$ cat config.mk
export PLATFORM = sky130hd
export DESIGN_NAME = scanchain_cmd_fifo
export DESIGN_NICKNAME = d
export VERILOG_FILES = /design/src/rtl/scanchain_cmd_fifo.sv
export SDC_FILE = /design/constraint.sdc
export NUM_CORES = 1
export LEC_CHECK = 0
export CORE_AREA = 2 2 286 288
export DETAILED_ROUTE_END_ITERATION = 10
export DIE_AREA = 0 0 288 290
export PLACE_DENSITY = 0.63
export SLEW_MARGIN = 20
export SYNTH_ARGS = -nofsm -noshare
export SYNTH_HDL_FRONTEND = slang
export SYNTH_SLANG_ARGS = --single-unit
$ cat constraint.sdc
create_clock -name clk -period 6.3 [get_ports clk]
set_input_delay 1.26 -clock clk [delete_from_list [all_inputs] [get_ports clk]]
set_output_delay 1.26 -clock clk [all_outputs]
set_load 0.005 [all_outputs]
$ cat src/rtl/scanchain_cmd_fifo.sv
// ---------------------------------------------------------------------------
// scanchain_cmd_fifo
//
// Command buffer between the UART scan-chain client (producer) and the
// scan-chain writer (consumer). Each entry is {reset flag, address, payload}.
// The host can stream several commands back-to-back while the writer is busy
// shifting the previous one.
//
// Both sides use valid/ready handshakes. The head entry is presented from
// registered outputs, so a push into an empty FIFO appears on out_* one cycle
// later. The occupancy count includes the entry currently shown on out_*.
//
// Ports:
//   clk          system clock
//   reset_n      asynchronous active-low reset
//   flush        synchronous discard of every entry (overflow is kept)
//   in_valid     upstream command valid
//   in_ready     room for one more command (count < DEPTH)
//   in_addr      command address
//   in_payload   command payload
//   in_reset     command is a scan-chain reset
//   out_valid    head command valid toward the writer
//   out_ready    writer accepts the head
//   out_addr     head address
//   out_payload  head payload
//   out_reset    head reset flag
//   count        occupancy, 0..DEPTH
//   overflow     sticky: in_valid seen while full (cleared by reset only)
//
// Optional build macro SCANCHAIN_CMD_FIFO_STATS_EN adds:
//   cmd_total    accepted pushes, wraps at 2^16
//   high_water   largest occupancy reached
// Both statistics are cleared by reset_n only, never by flush.
// ---------------------------------------------------------------------------
module scanchain_cmd_fifo #(
    parameter  int ADDR_BITS    = 12,
    parameter  int PAYLOAD_BITS = 169,
    parameter  int DEPTH        = 4,
    localparam int CNT_BITS     = $clog2(DEPTH + 1)
) (
    input  logic                    clk,
    input  logic                    reset_n,
    input  logic                    flush,
    input  logic                    in_valid,
    output logic                    in_ready,
    input  logic [ADDR_BITS-1:0]    in_addr,
    input  logic [PAYLOAD_BITS-1:0] in_payload,
    input  logic                    in_reset,
    output logic                    out_valid,
    input  logic                    out_ready,
    output logic [ADDR_BITS-1:0]    out_addr,
    output logic [PAYLOAD_BITS-1:0] out_payload,
    output logic                    out_reset,
    output logic [CNT_BITS-1:0]     count,
`ifdef SCANCHAIN_CMD_FIFO_STATS_EN
    output logic [15:0]             cmd_total,
    output logic [CNT_BITS-1:0]     high_water,
`endif
    output logic                    overflow
);

    localparam int PTR_BITS = $clog2(DEPTH);
    localparam int ENTRY_W  = 1 + ADDR_BITS + PAYLOAD_BITS;

    logic [ENTRY_W-1:0]  mem [DEPTH];

    logic [PTR_BITS-1:0] wr_ptr_q, wr_ptr_d;
    logic [PTR_BITS-1:0] rd_ptr_q, rd_ptr_d;
    logic [CNT_BITS-1:0] count_q, count_d;
    logic                out_valid_q, out_valid_d;
    logic [ENTRY_W-1:0]  out_entry_q, out_entry_d;
    logic                overflow_q, overflow_d;

    logic [ENTRY_W-1:0]  in_entry;
    logic [ENTRY_W-1:0]  head_entry;
    logic                full;
    logic                push;
    logic                pop;

    assign in_entry = {in_reset, in_addr, in_payload};
    assign full     = (count_q == CNT_BITS'(DEPTH));
    assign in_ready = !full;

    // Flush wins over any same-cycle handshake.
    assign push = in_valid && !full && !flush;
    assign pop  = out_valid_q && out_ready && !flush;

    always_comb begin
        wr_ptr_d    = wr_ptr_q;
        rd_ptr_d    = rd_ptr_q;
        count_d     = count_q;
        out_valid_d = out_valid_q;
        out_entry_d = out_entry_q;
        overflow_d  = overflow_q | (in_valid & full);
        head_entry  = mem[rd_ptr_q];

        if (flush) begin
            wr_ptr_d = '0;
            rd_ptr_d = '0;
            count_d  = '0;
        end else begin
            if (push) begin
                wr_ptr_d = wr_ptr_q + 1'b1;
            end
            if (pop) begin
                rd_ptr_d = rd_ptr_q + 1'b1;
            end
            case ({push, pop})
                2'b10:   count_d = count_q + 1'b1;
                2'b01:   count_d = count_q - 1'b1;
                default: count_d = count_q;
            endcase
        end

        // The next head lives at rd_ptr_d. If that slot is the one being
        // written this cycle (FIFO was empty or drains to empty), the memory
        // does not hold it yet, so take it straight from the input.
        if (push && (wr_ptr_q == rd_ptr_d)) begin
            head_entry = in_entry;
        end else begin
            head_entry = mem[rd_ptr_d];
        end

        out_valid_d = (count_d != '0);
        // Output fields only reload when there is a head to show; while the
        // writer stalls rd_ptr is unchanged, so the same entry is reloaded.
        if (count_d != '0) begin
            out_entry_d = head_entry;
        end
    end

    // Storage is deliberately left out of reset.
    always_ff @(posedge clk) begin
        if (push) begin
            mem[wr_ptr_q] <= in_entry;
        end
    end

    always_ff @(posedge clk or negedge reset_n) begin
        if (!reset_n) begin
            wr_ptr_q    <= '0;
            rd_ptr_q    <= '0;
            count_q     <= '0;
            out_valid_q <= 1'b0;
            out_entry_q <= '0;
            overflow_q  <= 1'b0;
        end else begin
            wr_ptr_q    <= wr_ptr_d;
            rd_ptr_q    <= rd_ptr_d;
            count_q     <= count_d;
            out_valid_q <= out_valid_d;
            out_entry_q <= out_entry_d;
            overflow_q  <= overflow_d;
        end
    end

    assign out_valid                           = out_valid_q;
    assign {out_reset, out_addr, out_payload}  = out_entry_q;
    assign count                               = count_q;
    assign overflow                            = overflow_q;

`ifdef SCANCHAIN_CMD_FIFO_STATS_EN
    logic [15:0]         cmd_total_q, cmd_total_d;
    logic [CNT_BITS-1:0] high_water_q, high_water_d;

    always_comb begin
        cmd_total_d  = cmd_total_q;
        high_water_d = high_water_q;
        if (push) begin
            cmd_total_d = cmd_total_q + 16'd1;
        end
        if (count_d > high_water_q) begin
            high_water_d = count_d;
        end
    end

    always_ff @(posedge clk or negedge reset_n) begin
        if (!reset_n) begin
            cmd_total_q  <= '0;
            high_water_q <= '0;
        end else begin
            cmd_total_q  <= cmd_total_d;
            high_water_q <= high_water_d;
        end
    end

    assign cmd_total  = cmd_total_q;
    assign high_water = high_water_q;
`endif

endmodule

After elaboration in Yosys (flattened, before gate mapping)
Memory sizes are Yosys's and may differ from the RTL's. A register that Yosys moved wholly into a read port is not among the register bits. Index checks and enable logic that the tools add are counted.

Output and inout bits: 188. Flip-flop bits (word level): 9. Memory bits (writable): 728. Word-level logic and storage cells: 32. Input port bits: 187. Memories kept: 1.

Multiplexer cells: 8. Bitwise gates (word level): 2. Reductions and logical operators: 9. Add/subtract/negate cells: 4. Equality and inequality tests: 3.

Memories: mem (words 4, bits a word 182, rd ports 1, clocked after Yosys merged registers in 1, write ports 1, line 65) `logic [ENTRY_W-1:0] mem [DEPTH];`.

Operator list (number): $mux W2 (4); $pmux W3 S2 (1); $add A2 B1 Y2 const B (2); $logic_and A1 B1 Y1 (4); $add A3 B1 Y3 const B (1); $eq A3 B3 Y1 const B (1); $logic_not A1 Y1 (3); $mux W3 (1); $reduce_bool A3 Y1 (1); $sub A3 B1 Y3 const B (1); $eq A2 B1 Y1 const B (1); $eq A2 B2 Y1 const B (1); $mux W1 (2); $reduce_bool A2 Y1 (1); $and A1 B1 Y1 (1); $or A1 B1 Y1 (1).

Longest topological paths before layout
Word-level depth: 8. Depth in mapped cells: 15. Depth with buffers taken out: 12.

Worst setup path before layout
OpenSTA, ideal clock, no wires.

Path kind: in2reg. From: input flush. To: memory mem[0][0] (netlist bit), enable pin. Required time: 5736 ps. Buffers on the path: 1. Slack: -269 ps. Arrival: 6005 ps. Cell stages on the path: 3. Cells stage by stage: buf_2 -> nor3b_1 -> and2_1.

Word-level cells in the longest chain between the ends: 4.

RTL lines: start: declaration (line 43) `input logic flush,`; $logic_not A1 Y1 (line 85) `assign push = in_valid && !full && !flush;`; $logic_and A1 B1 Y1 (line 85); $mux W1 (line 134) `if (push) begin`; $mux W1 (implied by the code) (line 135) `mem[wr_ptr_q] <= in_entry;`; end: declaration (line 65).

No other way between the ends.

Worst setup path in the final report
From: input flush. To: register out_entry_q[131] (read register of mem).

Word-level cells in the longest chain between the ends: 6.

RTL lines: $logic_not A1 Y1 (line 85, 86); $logic_and A1 B1 Y1 (on tied branches) (line 86, 85); $eq A2 B1 Y1 or $eq A2 B2 Y1 (tied branches) (line 108) `case ({push, pop})`; $pmux W3 S2 (line 108); $mux W3 (*) (line 97) `if (flush) begin`; named net count_d[2] (line 69) `logic [CNT_BITS-1:0] count_q, count_d;`; $reduce_bool A3 Y1 (*) (line 127) `if (count_d != '0) begin`; end: declaration (line 71) `logic [ENTRY_W-1:0] out_entry_q, out_entry_d;`.

Mark *: on every way through the listed nets, which the timed path passes. The rest lies on a longest branch. A chain may end at the register's enable or synchronous reset.

==> summary.md <==
| Metric | Value |
|---|---|
| Outcome | `finished clean` |
| Vias per cell | `5.58` |
| Ys flop type | `edfxtp_1` |
| Distinct cells, synth | `31` |
| Fill cell count | `between 6,000 and 7,000` |
| Post-synth EDFFs | `roughly 730` |
| PortBufs | `roughly 370` |
| Yosys top cell by area | `edfxtp_1` |
| Post-synth top cells | `edfxtp_1, nand2_1, dfrtp_1` |
| Post-route cell area | `43,900 sq um` |
| Largest cells by area after synthesis | `edfxtp_1, dfrtp_1, nand2_1` |
| Mapped Cells | `approximately 2,600` |
| Die H | `between 200 and 300 um` |
| GRT Util Overall | `about a fifth` |
| Post-synthesis sequential area ratio | `74.4%` |
| Nets | `around 3,100` |
| Number of global-route vias before repair | `between 20,000 and 25,000` |
| Hold Worst Slack | `around 0.47 ns` |
| RSZ-0062 raised after global routing | `no` |
| Hold-fix buffers at CTS | `0` |
| CP Launch Type | `input pin` |
| Critical path endpoint category | `flip-flop` |
| Setup CP Type | `in -> reg` |
| Measured slew at the worst slew-check pin | `around 1.1 ns` |
| Post-DP HPWL | `approximately 46,000 um` |
| Post-Syn Nets | `approximately 2,800` |
| Register area | `26,600 sq um` |
| Pins Over Slew Limit | `0` |
| CTS tree | `built` |
| WP data required | `around 6.9 ns` |
| Cts bufs inserted | `between 90 and 100` |
| Post-synthesis register bit count | `between 900 and 1,000` |
| Fin. Hold Viols | `0` |
| Die footprint | `around 84,000 sq um` |
| Placed cell area | `40,600 sq um` |
| Post-synth ARST share | `between 20% and 30%` |
| Initial Util | `44.7%` |
| CP max stage cell | `nor3b_1` |
| Mapped cell area | `around 36,000 sq um` |
| Clock sinks | `slightly above 900` |
| Share of layout cells above drive strength 1 | `~6.4%` |
| DRT Pass-1 Iters | `5` |
| CP Max Fanout | `slightly above 100` |
| Mean area per synthesized cell | `13.6 sq um` |
| Drt drc | `0` |
| Postcts setup bufs | `0` |
| Fmax | `0.223 GHz` |
| DR iter-0 viols | `between 1,500 and 2,000` |
| Via Count | `around 23,000` |
| Routed wire per std cell | `~21 um` |
| Max Cap Viol | `0` |
| Relative slew slack | `23.5%` |
| First-pass GRT wire length | `approximately 130,000 um` |
| Clock root buffer | `clkbuf_16` |
| Worst skew pair latency | `~0.65 ns` |
| Final Setup Violations | `0` |
| Maximum number of pins on one net before global-route repair | `slightly above 200` |
| Final min period | `~4.5 ns` |
| Critical path cell sequence | `clkdlybuf4s50_1, nor3b_1, inv_2, ha_1, fa_1, xnor2_1, or3_1, a21oi_1, or3_4, buf_12, nor2_1, a31oi_1` |
| Setup TNS Final | `0 ns` |
| Clk slew on worst S/H paths | `about 0.060 ns` |
| CP max stage delay | `between 0.6 and 0.7 ns` |
| Final worst path period share | `a little under three quarters` |
| FP Rows | `about 100` |
| Area Overhead vs Synth | `22.5%` |
| Power per standard cell area | `just under 400 nW/um^2` |
| H-tree lvl count | `3` |
| GPL Wtd Cong | `0.771` |
| Ys Warns | `0` |
| Multi-input logic area | `about 8300 sq um` |
| Static Leak | `roughly 16 nW` |
| DIE WIDTH | `between 200 and 300 um` |
| DRT Wirelength | `approximately 87,000 um` |
| Worst Skew | `0.0219 ns` |
| Core ar. | `around 80,000 sq um` |
| Area share of the largest cell type after synthesis | `between 60% and 70%` |
| Hold WC Path Type | `reg -> reg` |
| Largest vdd supply drop | `about 250 uV` |
| Crit path arrival time | `about 5.0 ns` |
| Clock Path Buffers | `3` |
| ANT nets after route | `0` |
| Initial antenna violation count | `10` |
| Resize count post-CTS | `0` |
| Most frequent cell after synthesis | `edfxtp_1` |
| Grt total ovfl | `0` |
| # IOs | `375` |
## worst max-delay path: cells and delay by family
kind | cells | cell delay, ns
adders and majority gates | 2 | 0.65
and+or+nand+nor | 4 | 1.39
buffers and inverters | 3 | 1.08
xor gates and xnor gates | 1 | 0.14
AOI/OAI and AO/OA | 2 | 0.36
## report_power, final
group | switching [mW] | internal (mW) | leakage (nW) | total (mW)
clock | 2.30 | 3.38 | 1.58 | 5.67
combinational | 1.63 | 1.85 | 5.94 | 3.48
sequential | 0.446 | 7.30 | 8.75 | 7.75
total | 4.37 | 12.5 | 16.3 | 16.9
## flip-flops by register name, summed over array words and instances (netlist names)
signal / cells
out_valid: 1
overflow: 1
count: 3
mem: 728
out_entry_q: 182
wr_ptr_q: 2
rd_ptr_q: 2
## worst paths after layout
| kind | to | start | depth (start not counted) | slack, ns |
|---|---|---|---|---|
| min in group asynchronous | out_entry_q[42]$_DFFE_PN0P_ | reset_n | 1 | 0.56 |
| worst max-delay path | out_entry_q[131]$_DFFE_PN0P_ | flush | 12 | 1.82 |
| worst min register to register | overflow$_DFF_PN0_ | overflow$_DFF_PN0_ | 1 | 0.47 |
| worst min-delay path | overflow$_DFF_PN0_ | overflow$_DFF_PN0_ | 1 | 0.47 |
| max in group asynchronous | out_entry_q[68]$_DFFE_PN0P_ | reset_n | 3 | 4.35 |
| worst max register to register | out_entry_q[131]$_DFFE_PN0P_ | count[0]$_DFF_PN0_ | 13 | 2.49 |
## metal layers
layer  global-route usage (%)  routed length [um]  vias to the layer above
li1                         -                   -                    10500
met1                     28.5               37800                    11500
met2                     33.1               41700                      643
met3                     4.07                5680                      140
met4                     6.10                2070                       14
met5                        0                  90                        -
## layout by cell type, fill, tap and decap left out, types with 98 or more instances in the layout
master,instances
a21oi_1,186
clkbuf_16,98
a21o_1,182
nand2_1,547
a311o_1,181
a31oi_1,182
dfrtp_1,191
clkdlybuf4s50_1,373
edfxtp_1,728
nor2_1,189
## area by class of cell
cell class                 instances  share of cell area, %
inverter                           6                 0.0685
timing repair buffer             410                   9.81
sequential                       919                   60.7
tap                             1060                   3.02
clock inverter                    40                  0.970
antenna                            3                 0.0171
multi-input combinational       1498                   19.0
clock buffer                     143                   6.39
## metrics by stage
step           setup WS [ns]  std cells  total power, mW  util, %
3_5_place_dp            1.16       3890             11.4     50.6
4_1_cts                 1.84       4073             17.1     54.6
3_3_place_gp            1.30       3890             11.3     50.6
6_report                1.82       4079             16.9     54.7
5_1_grt                 1.53       4078             17.7     54.7
2_1_floorplan           1.75       2625             9.34        -
## logic make-up (layout without fill, tap and decap cells)
logic type                 Yosys count  count (layout)  share of synthesized area, %
xor gates and xnor gates             5               5                         0.122
and+or+nand+nor                    749             749                          7.96
DFF                                919             919                          74.4
adders and majority gates            6               6                         0.231
other                                0               3                             0
AOI/OAI and AO/OA                  734             734                          14.7
buffers and inverters              208             599                          2.42
muxes                                4               4                         0.126
Note: power is estimated with default switching activity, not from simulation.
